$ cat src/rtl/induct_stop_ctrl_if.sv
// Handshake bundle between the inductive-stop controller and its surroundings.
// master drives the sensor/arm inputs, slave is the controller itself.
interface induct_stop_ctrl_if;
    logic       on_induct;
    logic       enable;
    logic       motor_stop;
    logic       detect_pulse;
    logic       lockout;
    logic [2:0] state;
    logic [7:0] detect_count;

    modport master (
        output on_induct, enable,
        input  motor_stop, detect_pulse, lockout, state, detect_count
    );
    modport slave (
        input  on_induct, enable,
        output motor_stop, detect_pulse, lockout, state, detect_count
    );
endinterface

$ cat src/rtl/induct_stop_ctrl.sv
// Debounced inductive-target detector: qualifies a metal detection, holds the
// motor stopped for a fixed time, then ignores the sensor while driving off.
module induct_stop_ctrl #(
    parameter int DEBOUNCE_CYCLES = 100000,
    parameter int HOLD_CYCLES     = 100000000,
    parameter int LOCKOUT_CYCLES  = 50000000,
    parameter int CNT_W           = 27
) (
    input  logic               clk,
    input  logic               reset,
    induct_stop_ctrl_if.slave  bus
);
    typedef enum logic [2:0] {
        IDLE    = 3'd0,
        ARMED   = 3'd1,
        QUAL    = 3'd2,
        STOP    = 3'd3,
        LOCKOUT = 3'd4
    } state_t;

    localparam logic [CNT_W-1:0] DEB_LAST  = CNT_W'(DEBOUNCE_CYCLES - 1);
    localparam logic [CNT_W-1:0] HOLD_LAST = CNT_W'(HOLD_CYCLES - 1);
    localparam logic [CNT_W-1:0] LOCK_LAST = CNT_W'(LOCKOUT_CYCLES - 1);

    logic             sync1_q, sync2_q;
    logic             sensed;
    state_t           state_q, state_d;
    logic [CNT_W-1:0] cnt_q, cnt_d;
    logic             motor_stop_q, motor_stop_d;
    logic             lockout_q, lockout_d;
    logic             detect_pulse_q, detect_pulse_d;
    logic [7:0]       detect_count_q, detect_count_d;

    // Sync flops reset to "clear" so leaving reset cannot look like metal.
    always_ff @(posedge clk or posedge reset) begin
        if (reset) begin
            sync1_q <= 1'b1;
            sync2_q <= 1'b1;
        end else begin
            sync1_q <= bus.on_induct;
            sync2_q <= sync1_q;
        end
    end

    assign sensed = ~sync2_q;

    always_comb begin
        state_d        = state_q;
        detect_pulse_d = 1'b0;
        detect_count_d = detect_count_q;
        if (!bus.enable) begin
            state_d = IDLE;
        end else begin
            case (state_q)
                IDLE:    state_d = ARMED;
                ARMED:   if (sensed) state_d = QUAL;
                QUAL: begin
                    if (!sensed) begin
                        state_d = ARMED;
                    end else if (cnt_q == DEB_LAST) begin
                        state_d        = STOP;
                        detect_pulse_d = 1'b1;
                        if (detect_count_q != 8'hFF)
                            detect_count_d = detect_count_q + 8'd1;
                    end
                end
                STOP:    if (cnt_q == HOLD_LAST) state_d = LOCKOUT;
                LOCKOUT: if (cnt_q == LOCK_LAST) state_d = ARMED;
                default: state_d = IDLE;
            endcase
        end

        if (state_d != state_q)
            cnt_d = '0;
        else if (state_q == QUAL || state_q == STOP || state_q == LOCKOUT)
            cnt_d = cnt_q + 1'b1;
        else
            cnt_d = cnt_q;

        // Outputs follow the next state so they line up with the state register.
        motor_stop_d = (state_d == STOP);
        lockout_d    = (state_d == LOCKOUT);
    end

    always_ff @(posedge clk or posedge reset) begin
        if (reset) begin
            state_q        <= IDLE;
            cnt_q          <= '0;
            motor_stop_q   <= 1'b0;
            lockout_q      <= 1'b0;
            detect_pulse_q <= 1'b0;
            detect_count_q <= 8'd0;
        end else begin
            state_q        <= state_d;
            cnt_q          <= cnt_d;
            motor_stop_q   <= motor_stop_d;
            lockout_q      <= lockout_d;
            detect_pulse_q <= detect_pulse_d;
            detect_count_q <= detect_count_d;
        end
    end

    assign bus.motor_stop   = motor_stop_q;
    assign bus.lockout      = lockout_q;
    assign bus.detect_pulse = detect_pulse_q;
    assign bus.state        = state_q;
    assign bus.detect_count = detect_count_q;
endmodule
$ cat src/flat_wrapper.sv
// flat-port wrapper written by rule: the top's interface ports become plain ports
module induct_stop_ctrl_flat 
#(
    parameter int DEBOUNCE_CYCLES = 100000,
    parameter int HOLD_CYCLES     = 100000000,
    parameter int LOCKOUT_CYCLES  = 50000000,
    parameter int CNT_W           = 27
)
  (clk, reset, bus_on_induct, bus_enable, bus_motor_stop, bus_detect_pulse, bus_lockout, bus_state, bus_detect_count);
  induct_stop_ctrl_if bus_i ();
  input  logic clk;
  input  logic reset;
  input wire logic [$bits(bus_i.on_induct)-1:0] bus_on_induct;
  input wire logic [$bits(bus_i.enable)-1:0] bus_enable;
  output wire logic [$bits(bus_i.motor_stop)-1:0] bus_motor_stop;
  output wire logic [$bits(bus_i.detect_pulse)-1:0] bus_detect_pulse;
  output wire logic [$bits(bus_i.lockout)-1:0] bus_lockout;
  output wire logic [$bits(bus_i.state)-1:0] bus_state;
  output wire logic [$bits(bus_i.detect_count)-1:0] bus_detect_count;
  assign bus_i.on_induct = bus_on_induct;
  assign bus_i.enable = bus_enable;
  assign bus_motor_stop = bus_i.motor_stop;
  assign bus_detect_pulse = bus_i.detect_pulse;
  assign bus_lockout = bus_i.lockout;
  assign bus_state = bus_i.state;
  assign bus_detect_count = bus_i.detect_count;
  induct_stop_ctrl #(.DEBOUNCE_CYCLES(DEBOUNCE_CYCLES), .HOLD_CYCLES(HOLD_CYCLES), .LOCKOUT_CYCLES(LOCKOUT_CYCLES), .CNT_W(CNT_W)) u_core (.clk(clk), .reset(reset), .bus(bus_i));
endmodule
$ cat config.mk
export PLATFORM = sky130hd
export DESIGN_NAME = induct_stop_ctrl_flat
export DESIGN_NICKNAME = d
export VERILOG_FILES = /design/src/rtl/induct_stop_ctrl_if.sv /design/src/rtl/induct_stop_ctrl.sv /design/src/flat_wrapper.sv
export SDC_FILE = /design/constraint.sdc
export NUM_CORES = 1
export LEC_CHECK = 0
export CORE_ASPECT_RATIO = 0.5
export CORE_UTILIZATION = 30
export CTS_BUF_LIST = sky130_fd_sc_hd__clkbuf_8
export CTS_CLUSTER_DIAMETER = 40
export DETAILED_ROUTE_END_ITERATION = 12
export PLACE_DENSITY_LB_ADDON = 0.05
export SLEW_MARGIN = 40
export SYNTH_ARGS = -nofsm -noshare
export SYNTH_HDL_FRONTEND = slang
export SYNTH_SLANG_ARGS = --single-unit
$ cat constraint.sdc
create_clock -name clk -period 2.42 [get_ports clk]
set_input_delay 0.605 -clock clk [delete_from_list [all_inputs] [get_ports clk]]
set_output_delay 0.605 -clock clk [all_outputs]
set_load 0.005 [all_outputs]
==> flow_metrics.env, run 1 <==
export IMPL_rsz0062_at_grt="no"
export IMPL_finalHoldViolations=0
export IMPL_viasPerCell=5.163
export IMPL_hold_path_class="register to register"
export IMPL_status="completed"
export IMPL_synth_area_leaders="dfrtp_1 42%, xnor2_1 6.2%, xor2_1 6.2%, nor3_1 5.8%, nand4_1 4.1%"
export IMPL_dp_hpwl_um=4608
export IMPL_io_pins=18
export IMPL_finalNonFillerCells=392
export IMPL_worst_skew_pair_late_latency_ns=0.30
export IMPL_die_y_um=65.44
export IMPL_async_reset_ff_share_pct=100.0
export IMPL_fin_crit_ns=2.287
export IMPL_skew_ns=0.009175
export IMPL_grt_first_pass_wirelength_um=10540
export IMPL_top_layer="met4"
export IMPL_synth_top_area_share_pct=42.49
export IMPL_start_kind="register"
export IMPL_syn_inst=247
export IMPL_wl_met3_um=424
export IMPL_peakVddDrop_mv=0.2194
export IMPL_power_frac_seq_pct=50.3
export IMPL_num_vias=2024
export IMPL_drc=0
export IMPL_rows=22
export IMPL_slowest_stage="or4b_4"
export IMPL_intPower_mw=1.118
export IMPL_arrival_ns=2.48
export IMPL_relSlewSlack_pct=56.76
export IMPL_chipWidth_um=128.9
export IMPL_syn2layout_area_growth_pct=23.52
export IMPL_yosys_warnings=0
export IMPL_min_from="u_core.sync1_q"
export IMPL_synth_top_area_cell="dfrtp_1"
export IMPL_r2r_start="u_core.cnt_q[19]"
export IMPL_power_density_nw_per_um2=490.7
export IMPL_ctsLongestPathBuffers=2
export IMPL_fin_total_pwr_mw=1.464
export IMPL_setup_tns_ns=0
export IMPL_fin_crit_sh_pct=94.51
export IMPL_worstSetupEndpointType="register"
export IMPL_ys_flop_type="dfrtp_1"
export IMPL_worstRegToRegCells=4
export IMPL_dpl_instance_area_um2=2846
export IMPL_dr_pass1_iters=4
export IMPL_required_ns=2.61
export IMPL_synth_seq_area_share_pct=44.66
export IMPL_synth_edff_count=0
export IMPL_fin_nets=289
export IMPL_synth_avg_cell_area_um2=9.777
export IMPL_grt_antenna_before_repair=0
export IMPL_endpoint="u_core.bus.detect_count[1]"
export IMPL_wirelength_um=6273
export IMPL_dp_cells=382
export IMPL_final_cell_area_um2=2983
export IMPL_critPathMaxStageDelay_ns=0.60
export IMPL_reg2reg_slack_ns=0.13
export IMPL_setup_violations=0
export IMPL_drv_cap=0
export IMPL_clk_pin_slew_ns=0.09
export IMPL_multi_input_area_um2=1256
export IMPL_ant_nets=0
export IMPL_start_util_pct=31.90
export IMPL_leakagePower_nw=1.188
export IMPL_grt_max_degree=28
export IMPL_grt_overflow_total=0
export IMPL_wire_per_inst_um=16.00
export IMPL_ys_seq_elements=43
export IMPL_p_clk_share_pct=40.7
export IMPL_layout_drive_gt1_share_pct=15.49
export IMPL_met1Wirelength_um=3213
export IMPL_cts_buffers=5
export IMPL_cp_startpoint="u_core.cnt_q[19]"
export IMPL_critPathKind="register to register"
export IMPL_diodes=0
export IMPL_tightestPinTransition_ns=0.6446
export IMPL_max_freq_ghz=0.4372
export IMPL_grt_use_total_pct=16.97
export IMPL_root_buffer="clkbuf_8"
export IMPL_io_buffers=17
export IMPL_cts_tree="yes"
export IMPL_mostFrequentLayoutCells="41 x dfrtp_1, 28 x nor3_1, 21 x nor2_1, 18 x buf_4"
export IMPL_switching_share_pct=23.61
export IMPL_synth_fp_nets=253
export IMPL_core_um2=7570
export IMPL_p_sw_mw=0.3455
export IMPL_synth_distinct_cells=52
export IMPL_r2r_end="u_core.bus.detect_count[1]"
export IMPL_grt_pass1_vias=2034
export IMPL_dr_wl_met2_um=2582
export IMPL_drt_iter0_markers=129
export IMPL_syn_cell_area_um2=2415
export IMPL_path_cells="or3b_1, or4b_4, nor3_4, mux2_1"
export IMPL_gp_congestion=0.8713
export IMPL_crit_fanout=8
export IMPL_register_area_um2=1079
export IMPL_cts_sinks=43
export IMPL_power_frac_comb_pct=9.0
export IMPL_final_common_cell="dfrtp_1"
export IMPL_die_area_um2=8434
export IMPL_maxSlewViolCount=0
export IMPL_fillers=772
export IMPL_htree_num_levels=2
## synth_stat cells (all sizes together) (2+ instances only)
| library cell | count |
|---|---|
| dfrtp | 41 |
| nor3 | 29 |
| nor2 | 21 |
| nand4 | 17 |
| xnor2 | 17 |
| xor2 | 17 |
| nand2 | 12 |
| nand3 | 10 |
| inv | 8 |
| a21oi | 6 |
| and3 | 6 |
| nor4 | 6 |
| buf | 5 |
| nand2b | 5 |
| clkbuf | 4 |
| o21ai | 4 |
| or4 | 4 |
| nand4bb | 3 |
| or3 | 3 |
| a2111oi | 2 |
| a21o | 2 |
| and2 | 2 |
| and4 | 2 |
| dfstp | 2 |
| ha | 2 |
| or2 | 2 |
| or3b | 2 |
| or4b | 2 |
## power groups by stage
| stage | Combinational (mW) | Clock, mW | Sequential (mW) |
|---|---|---|---|
| after CTS | 0.129 | 0.618 | 0.737 |
| after global placement | 0.127 | 0 | 0.751 |
| after detailed placement | 0.129 | 0 | 0.751 |
| after floorplan | 0.0816 | 0 | 0.747 |
| after global routing | 0.148 | 0.640 | 0.738 |
| final | 0.132 | 0.595 | 0.737 |
## worst min path at each step
stage | cells past startpoint | endpoint | slack, ns
4_1_cts | 0 | u_core.sync2_q | 0.36
2_1_floorplan | 0 | u_core.sync2_q | 0.35
5_1_grt | 0 | u_core.sync2_q | 0.37
3_3_place_gp | 0 | u_core.sync2_q | 0.35
6_report | 0 | u_core.sync2_q | 0.36
3_5_place_dp | 0 | u_core.sync2_q | 0.35
## cells by family after synthesis
| family | synth area share (%) |
|---|---|
| AO/OA/AOI/OAI | 6.684 |
| XOR/XNOR | 12.33 |
| buffers and inverters | 3.471 |
| AND/OR/NAND/NOR | 30.93 |
| adder cells (fa/ha/maj) | 1.036 |
| multiplexers | 0.8808 |
| flip-flops | 44.66 |
## per-stage QoR
stage          util (%)  hold slack, ns  setup slack (ns)
2_1_floorplan         -          0.3452            0.2428
3_3_place_gp      37.60          0.3480           0.03790
3_5_place_dp      37.60          0.3491          0.008922
4_1_cts           39.16          0.3619            0.1287
5_1_grt           39.41          0.3679           0.03407
6_report          39.41          0.3589            0.1329
## metal layers
layer,global-route usage [%],vias up
met3,4.886,7
met5,0,-
met4,4.706,0
met2,25.61,60
li1,-,964
met1,23.57,993
## timing repair
| action | CTS | global route |
|---|---|---|
| setup buffers | 0 | 2 |
| setup endpoints to repair | 0 | 2 |
| gates resized for setup | 0 | 1 |
| hold buffers | 0 | 0 |
## flip-flops by register name, summed over array words and instances, names as in the netlist
| register | flops |
|---|---|
| u_core.cnt_q | 27 |
| u_core.sync1_q | 1 |
| u_core.sync2_q | 1 |
| u_core.bus.state | 3 |
| u_core.bus.lockout | 1 |
| u_core.bus.motor_stop | 1 |
| u_core.bus.detect_count | 8 |
| u_core.bus.detect_pulse | 1 |
## final cells by class
class                   count  share of cell area (%)
flip-flops and latches     43                   36.16
multi-input cells         187                   42.11
clock inverters             2                   1.174
well taps                 108                   4.530
inverters                   8                   1.007
clock buffers               6                   2.768
repair buffers             38                   12.25
## worst max-delay path: cells and delay by family, from the launching register on
family	cells	cell delay [ns]
and+or+nand+nor	3	1.42
DFF	1	0.39
muxes	1	0.36
Note: power is estimated with default switching activity, not from simulation.
==> run 2: changes to the inputs <==
- SLEW_MARGIN: 40 -> 25
==> results of run 2 <==
Same layout as run 1: the final DEF is identical, and so are final timing and power.
